===== src/rtl/spi_slave_pkg.sv =====
// Shared types and defaults for the SPI responder.
package spi_slave_pkg;

    localparam int         DATA_W_DEF    = 8;
    localparam logic [7:0] IDLE_BYTE_DEF = 8'hFF;

    // {CPOL, CPHA}
    localparam logic [1:0] SPI_MODE0 = 2'b00;

    typedef enum logic {
        IDLE   = 1'b0,
        ACTIVE = 1'b1
    } state_t;

    // Where the next outgoing word comes from when the tx shifter is reloaded.
    typedef enum logic [1:0] {
        LOAD_HOLD   = 2'd0,
        LOAD_BYPASS = 2'd1,
        LOAD_IDLE   = 2'd2
    } load_src_t;

endpackage


===== src/rtl/spi_slave_responder_sync.sv =====
// Multi-flop synchronizer for one asynchronous SPI pin plus rise/fall detect.
module spi_input_sync #(
    parameter int   SYNC_STAGES = 2,
    parameter logic RESET_VAL   = 1'b0
) (
    input  logic clk_i,
    input  logic rst_ni,
    input  logic async_i,
    output logic sync_o,
    output logic rise_o,
    output logic fall_o
);

    logic [SYNC_STAGES-1:0] chain_q;
    logic                   dly_q;

    // Shift the pin through the synchronizer; keep a one-cycle-delayed copy for edge detect.
    always_ff @(posedge clk_i) begin
        if (!rst_ni) begin
            chain_q <= {SYNC_STAGES{RESET_VAL}};
            dly_q   <= RESET_VAL;
        end else begin
            chain_q <= {chain_q[SYNC_STAGES-2:0], async_i};
            dly_q   <= chain_q[SYNC_STAGES-1];
        end
    end

    assign sync_o = chain_q[SYNC_STAGES-1];
    assign rise_o = chain_q[SYNC_STAGES-1] & ~dly_q;
    assign fall_o = ~chain_q[SYNC_STAGES-1] & dly_q;

endmodule


===== src/rtl/spi_slave_responder.sv =====
// SPI mode-0 target: oversampled SCLK/SS_n/MOSI, rx word pulse interface,
// one-entry tx holding register with bypass and idle-byte substitution.
//
// state  | meaning
// IDLE   | not selected, MISO driven 1 with output enable low
// ACTIVE | selected, shifting words on SCLK edges
module spi_slave_responder
    import spi_slave_pkg::*;
#(
    parameter int                DATA_W      = DATA_W_DEF,
    parameter int                SYNC_STAGES = 2,
    parameter logic [DATA_W-1:0] IDLE_BYTE   = IDLE_BYTE_DEF
) (
    input  logic              clk_clk,
    input  logic              reset_reset_n,
    input  logic              spi_SCLK,
    input  logic              spi_MOSI,
    input  logic              spi_SS_n,
    output logic              spi_MISO,
    output logic              spi_MISO_oe,
    output logic [DATA_W-1:0] rx_data,
    output logic              rx_valid,
    input  logic [DATA_W-1:0] tx_data,
    input  logic              tx_valid,
    output logic              tx_ready,
    output logic              tx_underrun,
    output logic              frame_end,
    output logic              busy
);

    localparam int CNT_W = (DATA_W > 1) ? $clog2(DATA_W) : 1;
    // Modes 0 and 3 sample on the rising SCLK edge, modes 1 and 2 on the falling one.
    localparam bit SAMPLE_ON_RISE = (SPI_MODE0[1] == SPI_MODE0[0]);

    logic sclk_rise, sclk_fall, sclk_sync_unused;
    logic ss_sync, ss_rise, ss_fall;
    logic mosi_sync, mosi_rise_unused, mosi_fall_unused;

    spi_input_sync #(.SYNC_STAGES(SYNC_STAGES), .RESET_VAL(1'b0)) u_sync_sclk (
        .clk_i   (clk_clk),
        .rst_ni  (reset_reset_n),
        .async_i (spi_SCLK),
        .sync_o  (sclk_sync_unused),
        .rise_o  (sclk_rise),
        .fall_o  (sclk_fall)
    );

    spi_input_sync #(.SYNC_STAGES(SYNC_STAGES), .RESET_VAL(1'b1)) u_sync_ss (
        .clk_i   (clk_clk),
        .rst_ni  (reset_reset_n),
        .async_i (spi_SS_n),
        .sync_o  (ss_sync),
        .rise_o  (ss_rise),
        .fall_o  (ss_fall)
    );

    spi_input_sync #(.SYNC_STAGES(SYNC_STAGES), .RESET_VAL(1'b0)) u_sync_mosi (
        .clk_i   (clk_clk),
        .rst_ni  (reset_reset_n),
        .async_i (spi_MOSI),
        .sync_o  (mosi_sync),
        .rise_o  (mosi_rise_unused),
        .fall_o  (mosi_fall_unused)
    );

    state_t            state_q;
    logic [CNT_W-1:0]  bit_cnt_q;
    logic [DATA_W-1:0] shift_rx_q;
    logic [DATA_W-1:0] shift_tx_q;
    logic              byte_done_q;
    logic [DATA_W-1:0] hold_q;
    logic              tx_ready_q;
    logic [DATA_W-1:0] rx_data_q;
    logic              rx_valid_q;
    logic              tx_underrun_q;
    logic              frame_end_q;
    logic              busy_q;
    logic              miso_oe_q;

    logic              start_ev, stop_ev, sclk_ok, sample_ev, shift_ev, load_ev, hold_accept;
    logic              last_bit;
    load_src_t         load_src_d;
    logic [DATA_W-1:0] load_word_d;

    // SS_n edges win over a coincident SCLK edge: synced SS_n high masks SCLK activity.
    assign start_ev    = (state_q == IDLE) && ss_fall;
    assign stop_ev     = (state_q == ACTIVE) && ss_rise;
    assign sclk_ok     = (state_q == ACTIVE) && !ss_sync;
    assign sample_ev   = sclk_ok && (SAMPLE_ON_RISE ? sclk_rise : sclk_fall);
    assign shift_ev    = sclk_ok && (SAMPLE_ON_RISE ? sclk_fall : sclk_rise);
    assign load_ev     = start_ev || (shift_ev && byte_done_q);
    assign hold_accept = tx_valid && tx_ready_q && !load_ev;
    assign last_bit    = (bit_cnt_q == CNT_W'(DATA_W - 1));

    // Pick the next outgoing word: held word, then a same-cycle bypass, else the idle byte.
    always_comb begin
        load_src_d  = LOAD_IDLE;
        load_word_d = IDLE_BYTE;
        if (!tx_ready_q) begin
            load_src_d  = LOAD_HOLD;
            load_word_d = hold_q;
        end else if (tx_valid) begin
            load_src_d  = LOAD_BYPASS;
            load_word_d = tx_data;
        end
    end

    // Frame FSM with shift registers, holding register and registered pulse outputs.
    always_ff @(posedge clk_clk) begin
        if (!reset_reset_n) begin
            state_q       <= IDLE;
            bit_cnt_q     <= '0;
            shift_rx_q    <= '0;
            shift_tx_q    <= '1;
            byte_done_q   <= 1'b0;
            hold_q        <= '0;
            tx_ready_q    <= 1'b1;
            rx_data_q     <= '0;
            rx_valid_q    <= 1'b0;
            tx_underrun_q <= 1'b0;
            frame_end_q   <= 1'b0;
            busy_q        <= 1'b0;
            miso_oe_q     <= 1'b0;
        end else begin
            rx_valid_q    <= 1'b0;
            tx_underrun_q <= 1'b0;
            frame_end_q   <= 1'b0;

            if (hold_accept) begin
                hold_q     <= tx_data;
                tx_ready_q <= 1'b0;
            end

            if (load_ev) begin
                shift_tx_q  <= load_word_d;
                byte_done_q <= 1'b0;
                if (load_src_d == LOAD_HOLD) begin
                    tx_ready_q <= 1'b1;
                end
                if (load_src_d == LOAD_IDLE) begin
                    tx_underrun_q <= 1'b1;
                end
            end

            case (state_q)
                IDLE: begin
                    if (start_ev) begin
                        state_q   <= ACTIVE;
                        bit_cnt_q <= '0;
                        busy_q    <= 1'b1;
                        miso_oe_q <= 1'b1;
                    end
                end
                ACTIVE: begin
                    if (stop_ev) begin
                        state_q     <= IDLE;
                        bit_cnt_q   <= '0;
                        byte_done_q <= 1'b0;
                        shift_tx_q  <= '1;
                        busy_q      <= 1'b0;
                        miso_oe_q   <= 1'b0;
                        frame_end_q <= 1'b1;
                    end else if (sample_ev) begin
                        shift_rx_q <= {shift_rx_q[DATA_W-2:0], mosi_sync};
                        if (last_bit) begin
                            bit_cnt_q   <= '0;
                            rx_data_q   <= {shift_rx_q[DATA_W-2:0], mosi_sync};
                            rx_valid_q  <= 1'b1;
                            byte_done_q <= 1'b1;
                        end else begin
                            bit_cnt_q <= bit_cnt_q + CNT_W'(1);
                        end
                    end else if (shift_ev && !byte_done_q) begin
                        shift_tx_q <= {shift_tx_q[DATA_W-2:0], 1'b0};
                    end
                end
                default: state_q <= IDLE;
            endcase
        end
    end

    assign spi_MISO    = shift_tx_q[DATA_W-1];
    assign spi_MISO_oe = miso_oe_q;
    assign rx_data     = rx_data_q;
    assign rx_valid    = rx_valid_q;
    assign tx_ready    = tx_ready_q;
    assign tx_underrun = tx_underrun_q;
    assign frame_end   = frame_end_q;
    assign busy        = busy_q;

endmodule


===== config.mk =====
export PLATFORM = sky130hd
export DESIGN_NAME = spi_slave_responder
export DESIGN_NICKNAME = d
export VERILOG_FILES = /design/src/rtl/spi_slave_pkg.sv /design/src/rtl/spi_slave_responder_sync.sv /design/src/rtl/spi_slave_responder.sv
export SDC_FILE = /design/constraint.sdc
export NUM_CORES = 1
export LEC_CHECK = 0
export CORE_UTILIZATION = 60
export DETAILED_ROUTE_END_ITERATION = 6
export DONT_BUFFER_PORTS = 1
export GPL_TIMING_DRIVEN = 0
export PLACE_DENSITY = 0.84
export SLEW_MARGIN = 20
export SYNTH_ARGS = -nofsm -noshare
export SYNTH_HDL_FRONTEND = slang
export SYNTH_SLANG_ARGS = --single-unit

===== constraint.sdc =====
create_clock -name clk_clk -period 2.46 [get_ports clk_clk]
set_input_delay 0.246 -clock clk_clk [delete_from_list [all_inputs] [get_ports clk_clk]]
set_output_delay 0.246 -clock clk_clk [all_outputs]
set_load 0.02 [all_outputs]

== Word-level counts from Yosys, hierarchy flattened ==
Index checks and enable logic that the tools add are counted.
Word-level totals
  register bits after elaboration: 49
  bits of input ports: 14
  output and inout port bits: 15
  logic and storage cells: 87
Operators by class
  add/subtract/negate cells: 1
  equality and inequality tests: 5
  muxes and demuxes: 31
  bitwise operators: 12
  reductions and logical operators: 21
Operators with widths (number)
  $mux W8: 7
  $mux W1: 15
  $mux W3: 4
  $logic_and A1 B1 Y1: 9
  $not A1 Y1: 8
  $reduce_and A2 Y1: 4
  $pmux W3 S2: 1
  $and A1 B1 Y1: 4
  $mux W2: 2
  $pmux W1 S2: 2
  $reduce_and A4 Y1: 1
  $reduce_or A4 Y1: 1
  $add A3 B1 Y3 const B: 1
  $eq A3 B3 Y1 const B: 1
  $logic_not A1 Y1: 3
  $ne A3 B1 Y1 const B: 1
  $reduce_and A3 Y1: 1
  $eq A2 B2 Y1 const B: 1
  $logic_not A2 Y1: 1
  $ne A2 B1 Y1 const B: 1
  $ne A2 B2 Y1 const B: 1
  $logic_or A1 B1 Y1: 1

== Logic depth before layout (Yosys ltp) ==
Gate-level depths: netlist of the first run.
  depth in word-level cells: 10
  depth in mapped cells: 6
  gate-level depth less buffers: 5

== By module ==
Synthesis of the first run repeated with hierarchy kept, for this count alone.
Second synthesis, totals
  cells, all modules: 222
  area, all modules: 2057.0 um^2
Modules (own cells, without submodules)
  spi_slave_responder: times used 1, cells an instance 198, area an instance 1783.0 um^2, sequential area each 820.8 um^2
  spi_input_sync: times used 3, cells an instance 8, area an instance 91.3 um^2, sequential area each 60.1 um^2

== Least setup slack after synthesis of the first run ==
No wires, ideal clock.
  path kind: reg2reg
  start point: reg tx_ready_q, in the netlist tx_ready
  end point: reg shift_tx_q[5]
  setup time: 0.072 ns
  arrival time: 1.264 ns
  required time: 2.388 ns
  slack: 1.125 ns
  cell stages (with the launch flop): 7
  path buffers: 2
  period minus slack after synthesis: 1.335 ns
  cells stage by stage: dfxtp_1 > buf_2 > clkbuf_1 > nor2_1 > a31oi_1 > mux2i_1 > a2bb2oi_1
On the way
  longest elaborated chain between the ends: 6
Ends and longest elaborated chain
  start: declaration: RTL line spi_slave_responder.sv:72  | logic tx_ready_q;
  start signal: assignment: RTL line spi_slave_responder.sv:117  | tx_ready_q <= 1'b1;
  start signal: assignment: RTL line spi_slave_responder.sv:131  | tx_ready_q <= 1'b0;
  start signal: assignment: RTL line spi_slave_responder.sv:138  | tx_ready_q <= 1'b1;
  $mux W8 *: RTL line spi_slave_responder.sv:99  | if (!tx_ready_q) begin
  $mux W8 *: RTL line spi_slave_responder.sv:134  | if (load_ev) begin
  $mux W8: RTL line spi_slave_responder.sv:173  | end else if (shift_ev && !byte_done_q) begin
  $mux W8: RTL line spi_slave_responder.sv:163  | end else if (sample_ev) begin
  $mux W8: RTL line spi_slave_responder.sv:155  | if (stop_ev) begin
  $mux W8 *: RTL line spi_slave_responder.sv:145  | case (state_q)
  end signal: assignment: RTL line spi_slave_responder.sv:135  | shift_tx_q <= load_word_d;
  end signal: assignment: RTL line spi_slave_responder.sv:174  | shift_tx_q <= {shift_tx_q[DATA_W-2:0], 1'b0};
  end: declaration: RTL line spi_slave_responder.sv:69  | logic [DATA_W-1:0] shift_tx_q;
Every way passes the cells marked *; elsewhere a longest branch is shown, timed or not.
A chain may end at the register's enable or synchronous reset.

== Final worst setup path of the first run ==
Ends and elaborated chain as after synthesis.

==> results of run 1 <==
area by class of cell:
| type | instances | share of cell area (%) |
|---|---|---|
| clock inverters | 1 | 0.222 |
| plain buffers | 16 | 3.89 |
| repair buffers | 10 | 4.45 |
| inverters | 9 | 1.50 |
| well taps | 44 | 2.45 |
| multi-input cells | 149 | 41.0 |
| flip-flops and latches | 49 | 43.6 |
| clock buffers | 7 | 2.89 |
how the worst max path moves through the flow:
stage,endpoint,cells after the start
finish,shift_tx_q[5],6
detailed placement,shift_tx_q[5],6
CTS,shift_tx_q[5],6
floorplan,shift_tx_q[5],6
global placement,shift_tx_q[3],5
global route,shift_tx_q[5],6
registers in the layout (all words and copies together) (netlist names):
signal	count
shift_rx_q	7
state_q	1
u_sync_ss.dly_q	1
spi_MISO_oe	1
hold_q	8
rx_valid	1
rx_data	8
byte_done_q	1
u_sync_sclk.dly_q	1
u_sync_mosi.chain_q	2
bit_cnt_q	3
tx_ready	1
u_sync_ss.chain_q	2
tx_underrun	1
frame_end	1
shift_tx_q	8
u_sync_sclk.chain_q	2
power groups by stage:
| stage | Sequential (mW) | Combinational (mW) | Clock (mW) |
|---|---|---|---|
| after detailed placement | 0.857 | 0.120 | 0 |
| after global placement | 0.855 | 0.117 | 0 |
| after floorplan | 0.852 | 0.0994 | 0 |
| after global routing | 0.843 | 0.147 | 0.461 |
| final | 0.839 | 0.134 | 0.411 |
| after CTS | 0.839 | 0.129 | 0.419 |
through the flow:
stage	utilization (%)	worst slack, ns	hold WS [ns]	total power [mW]	instances
5_1_grt	72.0	0.683	0.00322	1.45	285
3_5_place_dp	66.5	0.901	0.352	0.976	267
3_3_place_gp	66.5	0.931	0.350	0.972	267
4_1_cts	71.0	0.877	0.000729	1.39	282
2_1_floorplan	-	1.12	0.347	0.951	223
6_report	72.0	0.825	0.0157	1.38	285
cells in the final DEF (no fill, tap or decap), drive strengths merged:
cell / n
or3: 1
nor3b: 2
o21bai: 1
nand3b: 2
and3b: 1
nor2: 22
a32oi: 1
and4bb: 1
a22oi: 2
inv: 9
and3: 1
nand2b: 9
a2bb2oi: 5
nand3: 9
clkbuf: 14
o221ai: 2
and2: 6
clkinv: 1
a21o: 1
dlygate4sd3: 10
nand2: 30
o21ai: 3
buf: 9
o21ba: 1
ha: 2
nor4: 1
nor2b: 1
a31oi: 7
dfxtp: 49
a21oi: 13
and4b: 1
nor3: 3
mux2i: 21
metal layers:
metal / GRT usage (%) / wire (microns)
met4: 6.98 / 44
met5: 0 / 0
met2: 37.8 / 1870
met1: 29.2 / 1800
met3: 7.36 / 183
kinds of logic after synthesis:
family | after synthesis
buffers and inverters | 25
DFF | 49
adders and majority gates | 2
and+or+nand+nor | 90
muxes | 21
AOI/OAI and AO/OA | 36
==> impl_metrics.csv, run 1 <==
group,metric,value,unit
setup_path,cp_slowest_cell,"dfxtp_1",
outcome,status,"completed",
clocking,clk_path_buf_depth,2,
yosys,synth-edff-count,0,
setup_path,r2r-end,"shift_tx_q[5]",
sta,slew_viol_final,0,
yosys,yosysWarnings,0,
yosys,syn_inst,223,
power_and_ir_drop,leakagePower,0.897,nW
yosys,yosys.area.top_type,"dfxtp_1",
setup_path,crit_start,"tx_ready",
global_route,antenna_found_initial,0,
placed_design,place.gp.congestion,0.808,
setup_path,crit_fanout,10,
cells_and_area,seq_area,981,sq um
clocking,cts_root_buf,"clkbuf_4",
global_route,grt.overflow.total,0,
sta,setup_viol,0,
setup_path,reg2reg_depth,6,
yosys,ys_ff_latch,49,
cells_and_area,drive_gt1_share,8.71,%
floorplanning,rows,20,
sta,period_share,66.5,%
cells_and_area,n_antenna_cell,0,
floorplanning,core-area,3130,sq um
placed_design,dp_hpwl,2.67,mm
yosys,synth-compound-area-share,11.7,%
setup_path,crit_path_start_kind,"flip-flop",
yosys,synthFlopType,"dfxtp_1",
power_and_ir_drop,power_frac_seq,60.6,%
floorplanning,dieArea,3610,sq um
yosys,yosys.area.top_type_share,48.4,%
cells_and_area,nets,256,
detailed_routing,vias,1537,
detailed_routing,routed_wl,3.90,mm
cells_and_area,multiInputGateArea,923,sq um
power_and_ir_drop,intPower,1.05,mW
detailed_routing,post_drt_wl_per_cell,13.7,microns
cells_and_area,fill_cells,251,
setup_path,path_class,"reg2reg",
sta,finalCriticalPeriod,1.63,ns
global_route,grt_use_total,23.3,%
worst_hold_path,hp-start,"tx_data[5]",
sta,hold_viol,0,
setup_path,timing.rr.start,"tx_ready",
floorplanning,die_x,60.1,microns
worst_hold_path,hold_class,"in2reg",
power_and_ir_drop,p_sw_share,24.3,%
yosys,ys_types,37,
floorplanning,start_util,64.8,%
yosys,synthAdderAreaFrac,1.24,%
clocking,cts_tree,"built",
detailed_routing,drtAntennaViolNets,0,
clocking,clk_latency,0.37,ns
power_and_ir_drop,comb_power_share,9.7,%
detailed_routing,dr.pass1.iters,4,
global_route,grt_max_degree,15,
run,cap_violations,0,
yosys,synth-simple-area-share,22.2,%
detailed_routing,drc,0,
sta,fmax,612,MHz
sta,skew,0.0120,ns
clocking,hold_buffers,7,
power_and_ir_drop,p_clk_share,29.7,%
placed_design,port_buffers,0,
yosys,synth_area_per_cell,9.08,sq um
sta,worst_pin_slew,0.492,ns
yosys,yosysSeqAreaShare,48.4,%
yosys,synth.mux.area_fraction,10.4,%
setup_path,path_buf_inv,2,
clocking,cts_buffers,5,
yosys,post-synth-top-count-cell,"dfxtp_1",
worst_hold_path,whs_path_depth,2,
floorplanning,num_io_pins,29,
global_route,grt_pass1_wl,6.11,mm
detailed_routing,drtIter0Drc,59,
yosys,synthArstFlopShare,0,%
setup_path,ff2ff_setup_slack,0.83,ns
yosys,synthXorXnorAreaFrac,0,%
yosys,synthTopCellsByArea,"dfxtp_1 48%, mux2i_1 10%, nand2_1 5.4%",
floorplanning,die_h,60.1,microns
setup_path,crit_chain,"buf_2 -> clkbuf_1 -> nor2_1 -> a31oi_1 -> mux2i_1 -> a2bb2oi_1",
yosys,synth_top_family_by_area,"simple AND/OR/NAND/NOR gates",
sta,rsz0062_at_grt,"false",
clocking,clk_pin_slew,0.14,ns
placed_design,post_dp_cell_area,2080,sq um
cells_and_area,syn_to_final_growth,11.1,%
detailed_routing,vias_per_cell,5.39,
global_route,grt_pass1_vias,1365,
setup_path,slowest_delay,0.47,ns
yosys,synthTopCellsByCount,"49 x dfxtp_1, 29 x nand2_1, 22 x nor2_1",
yosys,netlist_area,2030,sq um
sta,setup_tns,0,ns
power_and_ir_drop,switchingPower,337,uW
clocking,cts_resized,0,
setup_path,cp_top_family,"buffers and inverters",
clocking,post_cts_buffers,0,
setup_path,critPathCaptureType,"flip-flop",
yosys,syn_nets,239,
setup_path,critical_path_required,2.76,ns
clocking,clock-sinks,49,
clocking,h-tree-depth,2,
setup_path,cp_data_arrival_time,1.94,ns
power_and_ir_drop,vdd.ir_drop.worst,0.430,mV
cells_and_area,fin_area,2250,sq um
worst_hold_path,holdPathEnd,"hold_q[5]",
power_and_ir_drop,powerDensity,615,nW/um^2
sta,max_slew_margin,67.2,%
(Power assumes the default switching activity.)
==> run 2, diff against run 1 <==
CORE_UTILIZATION = 55   (was 60)
PLACE_DENSITY = 0.81   (was 0.84)
clock period = 1.5 ns   (was 2.46 ns; I/O delays follow)
==> run 2 against run 1 <==
Net effect:
- count of clock-buffer cells in the layout fell by 2
- critical path type unchanged
- largest power group unchanged
- core utilization is 3.5 points lower
- total power increased by 82%
- largest cell class unchanged
==> impl_metrics.csv, run 2 (synthesized netlist as in run 1, its figures left out) <==
group,metric,value,unit
outcome,status,"completed",
floorplanning,start_util,58.9,%
clocking,clk_latency,0.30,ns
sta,setup_tns,0,ns
floorplanning,die_h,62.7,microns
cells_and_area,syn_to_final_growth,16.3,%
setup_path,timing.rr.start,"byte_done_q",
global_route,antenna_found_initial,0,
detailed_routing,drtAntennaViolNets,0,
worst_hold_path,hp-start,"reset_reset_n",
sta,hold_viol,0,
setup_path,critPathCaptureType,"flip-flop",
setup_path,slowest_delay,0.35,ns
run,cap_violations,0,
clocking,clock-sinks,49,
placed_design,port_buffers,0,
global_route,grt.overflow.total,0,
sta,fmax,689,MHz
worst_hold_path,hold_class,"in2reg",
clocking,cts_buffers,5,
sta,rsz0062_at_grt,"true",
cells_and_area,nets,257,
floorplanning,rows,21,
setup_path,cp_data_arrival_time,1.68,ns
cells_and_area,final_util,68.4,%
sta,setup_viol,0,
placed_design,post-place-ws,-0.0965,ns
global_route,grt_pass1_vias,1521,
sta,max_slew_margin,66.4,%
global_route,grt_use_total,22.6,%
floorplanning,num_io_pins,29,
setup_path,crit_fanout,8,
detailed_routing,vias,1593,
clocking,clk_path_buf_depth,2,
power_and_ir_drop,p_total,2.53,mW
setup_path,crit_chain,"and4b_2 -> o21bai_4 -> and3_4 -> buf_6 -> mux2i_1",
cells_and_area,multiInputGateArea,962,sq um
cells_and_area,drive_gt1_share,12.9,%
sta,slew_viol_final,0,
placed_design,dp_hpwl,2.64,mm
placed_design,place.gp.congestion,0.825,
setup_path,path_class,"reg2reg",
detailed_routing,post_drt_wl_per_cell,14.1,microns
sta,worst_pin_slew,0.504,ns
global_route,grt_pass1_wl,6.86,mm
detailed_routing,vias_per_cell,5.55,
setup_path,cp_slowest_cell,"dfxtp_2",
floorplanning,core-area,3440,sq um
floorplanning,dieArea,3930,sq um
clocking,h-tree-depth,2,
cells_and_area,seq_area,985,sq um
clocking,clk_pin_slew,0.08,ns
cells_and_area,n_antenna_cell,0,
setup_path,critical_path_required,1.73,ns
power_and_ir_drop,leakagePower,0.930,nW
global_route,grt_max_degree,15,
sta,finalCriticalPeriod,1.45,ns
detailed_routing,dr.pass1.iters,4,
clocking,cts_root_buf,"clkbuf_8",
sta,period_share,96.8,%
clocking,cts_tree,"built",
power_and_ir_drop,powerDensity,1070,nW/um^2
cells_and_area,mostFrequentLayoutCells,"46 x dfxtp_1, 29 x nand2_1, 21 x nor2_1, 21 x mux2i_1, 13 x a21oi_1",
floorplanning,die_x,62.7,microns
power_and_ir_drop,vdd.ir_drop.worst,0.757,mV
setup_path,crit_start,"byte_done_q",
detailed_routing,drc,0,
cells_and_area,fill_cells,267,
detailed_routing,routed_wl,4.05,mm
setup_path,crit_path_start_kind,"flip-flop",
cells_and_area,final_common_cell,"dfxtp_1",
sta,skew,0.00331,ns
detailed_routing,drtIter0Drc,95,
sta,worst_slack,0.0483,ns
## run 2: what timing repair did
item,CTS,global route
buffers inserted,0,1
gates resized for setup,2,17
setup endpoints to repair,22,31
cloned,0,0
hold buffers,11,0
endpoints found under the hold margin,11,0
pin swaps,0,1
## run 2: final timing paths
kind	endpoint	slack [ns]	depth (start not counted)
setup / recovery	hold_q[7]	0.05	5
hold / removal	byte_done_q	0.04	2
setup reg to reg	hold_q[7]	0.05	5
hold reg to reg	u_sync_ss.chain_q[1]	0.41	1
## run 2: through the flow
step                      hold WS (ns)  area, sq um  instances
after global placement           0.254         2080        269
after detailed placement         0.258         2080        269
after floorplan                  0.251         2030        223
after global routing            0.0552         2360        287
final                           0.0363         2360        287
after CTS                       0.0877         2300        286
## run 2: routing by layer
metal	track usage [%]	vias to the layer above	share of wire [%]
met5	0	-	0
met4	11.9	0	1.9
met3	5.47	8	3.5
met2	34.0	36	46
met1	29.9	761	49
li1	-	788	-
## run 2: area by class of cell
| class | count | area share [%] |
|---|---|---|
| buffer | 15 | 4.09 |
| clock buffer | 5 | 2.92 |
| clock inverter | 2 | 1.49 |
| inverter | 9 | 1.43 |
| multi-input combinational | 149 | 40.8 |
| sequential | 49 | 41.8 |
| tap | 46 | 2.44 |
| timing repair buffer | 12 | 4.99 |
## run 2: where the power goes
group	internal [mW]	switching, mW	total [mW]	leakage [nW]
Combinational	0.114	0.126	0.240	0.476
Clock	0.485	0.426	0.911	0.0540
Sequential	1.34	0.0334	1.38	0.400
Total	1.94	0.585	2.53	0.930
## run 2: worst max-delay path, delay by kind of cell, from the launching register on
| kind | cells | cell delay [ns] |
|---|---|---|
| flops | 1 | 0.35 |
| mux | 1 | 0.21 |
| buf+inv | 1 | 0.15 |
| compound gates | 1 | 0.20 |
| simple gates | 2 | 0.47 |
